`config.mk`:
```
export PLATFORM = sky130hd
export DESIGN_NAME = filt_oup_sink
export DESIGN_NICKNAME = d
export VERILOG_FILES = /design/src/rtl/filt_sink_pkg.sv /design/src/rtl/filt_sink_fifo.sv /design/src/rtl/filt_oup_sink.sv
export SDC_FILE = /design/constraint.sdc
export NUM_CORES = 1
export LEC_CHECK = 0
export BUFFER_PORTS_ARGS = -buffer_cell sky130_fd_sc_hd__buf_2
export CAP_MARGIN = 20
export CORE_MARGIN = 5
export CORE_UTILIZATION = 40
export DETAILED_ROUTE_END_ITERATION = 6
export SETUP_SLACK_MARGIN = 0.05
export SYNTH_ARGS = -nofsm -noshare
export SYNTH_HDL_FRONTEND = slang
export SYNTH_SLANG_ARGS = --single-unit
```
`constraint.sdc`:
```
create_clock -name i_clk -period 2.43 [get_ports i_clk]
set_clock_uncertainty 0.2 [all_clocks]
set_input_delay 0.243 -clock i_clk [delete_from_list [all_inputs] [get_ports i_clk]]
set_output_delay 0.243 -clock i_clk [all_outputs]
set_load 0.03 [all_outputs]
```
`src/rtl/filt_sink_pkg.sv`:
```
// rtl/filt_sink_pkg.sv - shared helpers for filt_oup_sink: pointer width, rounding constant, saturation limits
package filt_sink_pkg;

    function automatic int ptr_width(input int depth);
        return (depth > 1) ? $clog2(depth) : 1;
    endfunction

    function automatic logic [63:0] round_const(input int shift);
        return (shift > 0) ? (64'd1 << (shift - 1)) : 64'd0;
    endfunction

    function automatic logic signed [63:0] sat_max(input int w);
        return (64'sd1 <<< (w - 1)) - 64'sd1;
    endfunction

    function automatic logic signed [63:0] sat_min(input int w);
        return -(64'sd1 <<< (w - 1));
    endfunction

endpackage

```
`src/rtl/filt_sink_fifo.sv`:
```
// rtl/filt_sink_fifo.sv - synchronous FIFO with push/pop, full/empty flags and occupancy level
module filt_sink_fifo
    import filt_sink_pkg::*;
#(
    parameter int WIDTH = 16,
    parameter int DEPTH = 4,
    localparam int PW = ptr_width(DEPTH)
) (
    input  logic             clk,
    input  logic             rst,
    input  logic             push,
    input  logic [WIDTH-1:0] push_data,
    input  logic             pop,
    output logic [WIDTH-1:0] pop_data,
    output logic             full,
    output logic             empty,
    output logic [PW:0]      level
);

    localparam logic [PW:0] FULL_LVL = (PW + 1)'(DEPTH);

    logic [WIDTH-1:0] mem [DEPTH];
    logic [PW-1:0]    wr_ptr;
    logic [PW-1:0]    rd_ptr;
    logic [PW:0]      count;
    logic             wr_en;
    logic             rd_en;

    assign rd_en = pop && !empty;
    // A write at full is only safe when the head slot is freed in the same cycle.
    assign wr_en = push && (!full || rd_en);

    assign full     = (count == FULL_LVL);
    assign empty    = (count == '0);
    assign level    = count;
    assign pop_data = empty ? '0 : mem[rd_ptr];

    always_ff @(posedge clk) begin
        if (wr_en) begin
            mem[wr_ptr] <= push_data;
        end
    end

    always_ff @(posedge clk) begin
        if (rst) begin
            wr_ptr <= '0;
            rd_ptr <= '0;
            count  <= '0;
        end else begin
            if (wr_en) wr_ptr <= wr_ptr + 1'b1;
            if (rd_en) rd_ptr <= rd_ptr + 1'b1;
            case ({wr_en, rd_en})
                2'b10:   count <= count + 1'b1;
                2'b01:   count <= count - 1'b1;
                default: count <= count;
            endcase
        end
    end

endmodule

```
`src/rtl/filt_oup_sink.sv`:
```
// rtl/filt_oup_sink.sv - rescale/saturate filter results into a FIFO-backed valid/ready stream
// Optional FILT_SINK_ROUND_EN: round half-up before the rescaling shift.
module filt_oup_sink
    import filt_sink_pkg::*;
#(
    parameter int gp_inp_width  = 37,
    parameter int gp_oup_width  = 16,
    parameter int gp_shift      = 12,
    parameter int gp_fifo_depth = 4,
    localparam int LW = ptr_width(gp_fifo_depth) + 1
) (
    input  logic                    i_clk,
    input  logic                    i_rst,
    input  logic [gp_inp_width-1:0] i_data,
    input  logic                    i_done,
    output logic [gp_oup_width-1:0] o_data,
    output logic                    o_valid,
    input  logic                    i_ready,
    output logic [LW-1:0]           o_level,
    output logic                    o_ovf,
    output logic                    o_drop
);

    localparam int XW = gp_inp_width + 1;
    localparam logic signed [63:0] SAT_MAX = sat_max(gp_oup_width);
    localparam logic signed [63:0] SAT_MIN = sat_min(gp_oup_width);

    logic signed [XW-1:0] data_ext;
    logic signed [XW-1:0] sum;
    logic signed [XW-1:0] s1_data;
    logic                 s1_valid;
    logic signed [63:0]   s1_wide;
    logic                 clip_hi;
    logic                 clip_lo;
    logic [gp_oup_width-1:0] sat_data;
    logic                 fifo_full;
    logic                 fifo_empty;
    logic                 drop_now;

    assign data_ext = {i_data[gp_inp_width-1], i_data};

`ifdef FILT_SINK_ROUND_EN
    localparam logic [63:0] RND64 = round_const(gp_shift);
    localparam logic signed [XW-1:0] RND = RND64[XW-1:0];
    assign sum = data_ext + RND;
`else
    assign sum = data_ext;
`endif

    always_ff @(posedge i_clk) begin
        if (i_rst) begin
            s1_valid <= 1'b0;
            s1_data  <= '0;
        end else begin
            s1_valid <= i_done;
            if (i_done) s1_data <= sum >>> gp_shift;
        end
    end

    assign s1_wide  = {{(64 - XW){s1_data[XW-1]}}, s1_data};
    assign clip_hi  = (s1_wide > SAT_MAX);
    assign clip_lo  = (s1_wide < SAT_MIN);
    assign sat_data = clip_hi ? SAT_MAX[gp_oup_width-1:0] :
                      clip_lo ? SAT_MIN[gp_oup_width-1:0] :
                                s1_data[gp_oup_width-1:0];

    // Lost only when full and the head is not leaving in the same cycle.
    assign drop_now = s1_valid && fifo_full && !(i_ready && !fifo_empty);

    always_ff @(posedge i_clk) begin
        if (i_rst) begin
            o_ovf  <= 1'b0;
            o_drop <= 1'b0;
        end else begin
            o_drop <= drop_now;
            if (s1_valid && (clip_hi || clip_lo)) o_ovf <= 1'b1;
        end
    end

    filt_sink_fifo #(
        .WIDTH (gp_oup_width),
        .DEPTH (gp_fifo_depth)
    ) u_fifo (
        .clk       (i_clk),
        .rst       (i_rst),
        .push      (s1_valid),
        .push_data (sat_data),
        .pop       (i_ready),
        .pop_data  (o_data),
        .full      (fifo_full),
        .empty     (fifo_empty),
        .level     (o_level)
    );

    assign o_valid = !fifo_empty;

endmodule

```
======== After elaboration in Yosys (flattened, before gate mapping) ========
Memories as Yosys holds them, arrays and structs flattened. A register that Yosys moved wholly into a read port is not among the register bits.
Index checks and enable logic that the tools add are counted.
word-level totals
  flip-flop bits (word level) ............. 35
  bits in latches ......................... 0
  RAM bits ................................ 64
  memory bits (read-only) ................. 0
  word-level logic and storage cells ...... 37
  memories ................................ 1
memories
  memory      depth  bits a word  read ports  clocked after Yosys merged registers in  write ports  RTL line              source
  u_fifo.mem  4      16           1           1                                        1            filt_sink_fifo.sv:22  logic [WIDTH-1:0] mem [DEPTH];
cells by class
  add/sub/neg operators ................... 4
  $mul .................................... 0
  div/mod/pow operators ................... 0
  order comparisons ....................... 2
  equality and inequality tests ........... 3
  shift operators ......................... 0
  multiplexer cells ....................... 8
  bitwise operators ....................... 0
  reductions and logical operators ........ 12
operators with widths
  operator                                                         count
  2-to-1 mux 16 bit                                                3
  greater-than comparator 25 x 16 -> 1 bit, second input constant  1
  less-than comparator 25 x 16 -> 1 bit, second input constant     1
  one-hot mux 3 bit (2 select lines)                               1
  logical AND 1 bit                                                5
  adder 2 x 1 -> 2 bit, second input constant                      2
  2-to-1 mux 2 bit                                                 2
  adder 3 x 1 -> 3 bit, second input constant                      1
  == test 3 bit, second input constant                             1
  logical NOT 1 bit                                                3
  logical NOT 3 bit                                                1
  subtractor 3 x 1 -> 3 bit, second input constant                 1
  == test 2 x 1 -> 1 bit, second input constant                    1
  == test 2 bit, second input constant                             1
  logical OR 1 bit                                                 2
  2-to-1 mux 1 bit                                                 2
  nonzero test 2 bit                                               1

======== Depth between registers and ports, before layout ========
  depth in word-level cells ............... 7
  depth in mapped cells ................... 9
  gate-level depth less buffers ........... 8

======== By module ========
From an unflattened synthesis, not the netlist that was laid out.
second synthesis, totals
  cells, all modules ...................... 276
  area total of the unflattened synthesis .. 4162.7 um^2
modules (own cells, without submodules)
  module          times used  cells an instance  area an instance (um^2)  seq. area each (um^2)
  filt_sink_fifo  1           156                2964.1                   2102.0
  filt_oup_sink   1           120                1198.6                   560.5

======== Worst setup path before layout ========
Ideal clock, no wire load.
  path kind ............................... register to register
  start point ............................. reg u_fifo.count[2], in the netlist u_fifo.level[2]
  end point ............................... reg u_fifo.count[2], in the netlist u_fifo.level[2]
  arrival time ............................ 2.387 ns
  required time ........................... 2.160 ns
  path slack .............................. -0.227 ns
  cell stages (with the launch flop) ...... 10
  buffers on the path ..................... 1
  clock period less this slack ............ 2.657 ns
  cell sequence ........................... dfxtp_1 > or4b_1 > buf_2 > nand2_1 > ha_1 > inv_1 > fa_1 > xor2_1 > or3_1 > a21oi_1
on the way
  cells in the longest elaborated chain, start to end .. 7
  elaborated cells between the ends (all ways) .. 13
  those cells by class .................... add/sub (2); eq/ne (3); mux (1); reduce/logical (7)
ends and longest elaborated chain
  what                                                                             RTL line              source
  start, declared                                                                  filt_sink_fifo.sv:25  logic [PW:0] count;
  start signal, assigned                                                           filt_sink_fifo.sv:53  2'b10: count <= count + 1'b1;
  start signal, assigned                                                           filt_sink_fifo.sv:54  2'b01: count <= count - 1'b1;
  start signal, assigned                                                           filt_sink_fifo.sv:55  default: count <= count;
  logical NOT 3 bit                                                                filt_sink_fifo.sv:34  assign empty = (count == '0);
  logical NOT 1 bit                                                                filt_sink_fifo.sv:29  assign rd_en = pop && !empty;
  logical AND 1 bit                                                                filt_sink_fifo.sv:29
  logical OR 1 bit                                                                 filt_sink_fifo.sv:31  assign wr_en = push && (!full || rd_en);
  logical AND 1 bit                                                                filt_sink_fifo.sv:31
  == test 2 x 1 -> 1 bit / == test 2 bit (equally long branches)                   filt_sink_fifo.sv:52  case ({wr_en, rd_en})
  one-hot mux 3 bit (2 select lines) / nonzero test 2 bit (equally long branches)  -
Several ways; a longest one is shown, not always the timed one.
A chain may end at the register's enable or synchronous reset.

======== Worst setup path in the final report ========
  start point ............................. reg u_fifo.count[1], in the netlist u_fifo.level[1]
  end point ............................... reg u_fifo.count[2], in the netlist u_fifo.level[2]
The elaborated chain is that of the path after synthesis.

==> impl_metrics.py <==
metrics = {
    "status": {
        "status": "finished clean",
    },
    "global_routing": {
        "track_usage_pct": 13.5,
        "grt_pass1_vias": 2612,
        "grt_pass1_wl_um": 13200,
        "grt_max_degree": 27,
        "grt_overflow": 0,
        "antenna_found_initial": 0,
    },
    "cells_and_area": {
        "fin_area_mm2": 0.00505,
        "nets": 406,
        "syn2layout_area_growth_pct": 22.4,
        "drive_gt1_share_pct": 28.0,
        "fin_util_pct": 49.6,
        "nFillCells": 895,
        "diodes": 0,
    },
    "placed_design": {
        "place_area_mm2": 0.00458,
        "post-place-ws_ps": -25.7,
        "dp_hpwl_um": 5030,
        "io_buffer_count": 50,
        "globalplace.congestion": 0.753,
    },
    "worst_hold_path": {
        "hold_path.class": "input port to flop",
        "worstHoldPathCells": 2,
        "worst_hold_path.endpoint": "s1_data[13]$_SDFFE_PP0P_",
        "min_from": "i_rst",
    },
    "cts": {
        "clock_latency_ps": 360,
        "h-tree-depth": 3,
        "cts_buffers": 9,
        "clock_path_buffers": 2,
        "cts_tree": "yes",
        "cts.clk_slew.worst_paths_ps": 100,
        "root_buffer": "clkbuf_8",
        "cts_sinks": 101,
    },
    "job": {
        "drv_cap": 0,
    },
    "sta": {
        "fin_ws_ps": 51.4,
        "fmax_ghz": 0.420,
        "rsz0062_at_grt": "yes",
        "relSlewSlack_pct": 46.8,
        "fin_hold_ws_ps": 95.1,
        "setup_violations": 0,
        "slew_violations": 0,
        "min_period_over_period_pct": 97.9,
        "worst_slew_pin_slew_ps": 798,
        "finalHoldViolations": 0,
        "period_minus_slack_ps": 2380,
        "fin_setup_tns_ps": 0,
    },
    "synth": {
        "synth.distinct_cells": 38,
        "yosys-top-cells-area": "edfxtp_1 47%, dfxtp_1 18%, mux2i_1 6.1%, mux4_1 5.1%, mux4_2 4.4%",
        "yosysSeqAreaShare_pct": 64.5,
        "synthCells": 274,
        "ys_ff_latch": 101,
        "syn_nets": 321,
        "synthArstFlopShare_pct": 0,
        "synthFlopType": "edfxtp_1",
        "yosys_warnings": 0,
        "synth-edff-count": 64,
        "netlist_area_mm2": 0.00413,
        "yosysMostFrequentCell": "edfxtp_1",
        "avgSynthCellArea_um2": 15.1,
        "synth_common_cells": "64 x edfxtp_1, 37 x dfxtp_1, 33 x nor2_1",
        "yosys.area.top_type_share_pct": 46.5,
        "synth_largest_area_cell": "edfxtp_1",
    },
    "floorplanning": {
        "initial_core_util_pct": 40.5,
        "die_area_mm2": 0.0125,
        "num_rows": 37,
        "die_w_um": 112,
        "dieHeight_um": 112,
        "core_mm2": 0.0102,
        "io_pins": 63,
    },
    "critical_path": {
        "timing.rr.end": "u_fifo.level[2]$_SDFFE_PP0P_",
        "worstPathRequired_ps": 2520,
        "r2r_start": "u_fifo.level[1]$_SDFFE_PP0P_",
        "cp-start-kind": "flop",
        "reg2reg_depth": 8,
        "cp-startpoint": "u_fifo.level[1]$_SDFFE_PP0P_",
        "cp-end-kind": "flop",
        "worstPathArrival_ps": 2470,
        "cp_cell_sequence": "or4b_4 -> nand2_4 -> ha_4 -> inv_1 -> fa_2 -> xor2_1 -> or3_1 -> a21oi_2",
        "slowest_delay_ps": 530,
        "rrSetupSlack_ps": 50,
        "crit_fanout": 2,
        "path_class": "flop to flop",
        "cp_slowest_cell": "or4b_4",
    },
    "routing": {
        "num_vias": 2463,
        "drcViolationCount": 0,
        "firstDrtPassIters": 4,
        "antenna_left": 0,
        "drtIter0Drc": 80,
        "drt_wl_total_um": 8000,
        "wire_per_inst_um": 16.0,
        "vias_per_cell": 4.93,
    },
    "power_and_ir_drop": {
        "intPower_mw": 2.98,
        "vdd_drop_max_v": 0.000512,
        "pwr-share-clk_pct": 20.6,
        "p_comb_share_pct": 35.0,
        "p_leak_nw": 1.91,
        "switching_share_pct": 34.8,
        "p_per_area_mw_per_mm2": 906,
        "p_seq_share_pct": 44.4,
        "switchingPower_mw": 1.59,
    },
}
[worst max-delay path by stage]
stage / to / slack, ps / cells past startpoint
after floorplan: u_fifo.level[2]$_SDFFE_PP0P_ / -30 / 9
after global placement: u_fifo.level[2]$_SDFFE_PP0P_ / 40 / 9
after detailed placement: u_fifo.level[2]$_SDFFE_PP0P_ / -30 / 9
after CTS: u_fifo.level[2]$_SDFFE_PP0P_ / 40 / 8
after global routing: u_fifo.level[2]$_SDFFE_PP0P_ / -60 / 8
final: u_fifo.level[2]$_SDFFE_PP0P_ / 50 / 8
[repair_timing]
item | in CTS | in global routing
setup buffers | 0 | 3
resized for setup | 4 | 2
pin swaps | 3 | 0
gates cloned | 0 | 0
endpoints found under the setup margin | 1 | 2
endpoints found under the hold margin | 25 | 0
hold buffers | 25 | 0
[area by class of cell]
cell class                 instances  area, µm²  share of cell area (%)
clock buffer                       9        124                    2.45
clock inverter                     7       51.3                    1.02
inverter                          10       37.5                   0.743
multi-input combinational        147       1360                    26.9
sequential                       101       2670                    52.9
tap                              136        170                    3.37
timing repair buffer              90        638                    12.6
[power by group through the flow]
stage          sequential (mW)  clock [mW]  combinational (mW)
2_1_floorplan             2.11           0                1.09
3_3_place_gp              2.07           0                1.53
3_5_place_dp              2.08           0                1.55
4_1_cts                   2.04       0.962                1.60
5_1_grt                   2.04        1.04                1.76
6_report                  2.03       0.942                1.60
[metrics by stage]
stage               power [mW]  std cells
CTS                       4.61        497
floorplan                 3.20        274
finish                    4.58        500
detailed placement        3.63        456
global route              4.84        500
global placement          3.60        456
[kinds of logic after synthesis]
logic type / count (synthesis) / synth area share [%]
AND/OR/NAND/NOR: 69 / 9.03
XOR/XNOR: 4 / 0.848
adder cells (fa/ha/maj): 6 / 2.00
multiplexers: 41 / 15.5
flip-flops: 101 / 64.5
AO/OA/AOI/OAI: 27 / 4.85
buffers and inverters: 26 / 3.27
[cells in the final DEF, fill, tap and decap left out, types with 2 or more instances in the layout]
cell and count:
o21ai_0 3, mux4_1 7, dfxtp_4 3, nor2b_4 2, dfxtp_1 34, clkbuf_8 9, nand3_1 3, xor2_1 4
buf_2 50, nor2b_1 15, o21a_1 15, and3_1 4, edfxtp_1 64, nor2_1 33, dlygate4sd3_1 25, mux4_2 9
buf_4 13, clkinvlp_4 3, a21oi_1 3, ha_1 4, buf_12 2, inv_1 10, mux2i_1 25
[worst max-delay path, delay by kind of cell (launching register included)]
family          cells  cell delay (ps)
compound gates      1              140
xor+xnor            1              160
fa+ha+maj           2              460
buf+inv             1               50
flops               1              350
simple gates        3              940
[state kept, by name, indices dropped and copies added (netlist names), named ones only]
| register | count |
|---|---|
| u_fifo.level | 3 |
| s1_data | 25 |
| u_fifo.wr_ptr | 2 |
| s1_valid | 1 |
| u_fifo.rd_ptr | 2 |
| o_ovf | 1 |
| o_drop | 1 |
| u_fifo.mem | 64 |
[metal layers]
| layer | up-vias | share of wire [%] | global-route usage (%) |
|---|---|---|---|
| met3 | 10 | 3.2 | 2.34 |
| met2 | 48 | 50 | 22.9 |
| met4 | 0 | 1.6 | 5.35 |
| li1 | 1187 | - | - |
| met5 | - | 0 | 0 |
| met1 | 1218 | 45 | 17.2 |
Note: power is estimated with default switching activity, not from simulation.
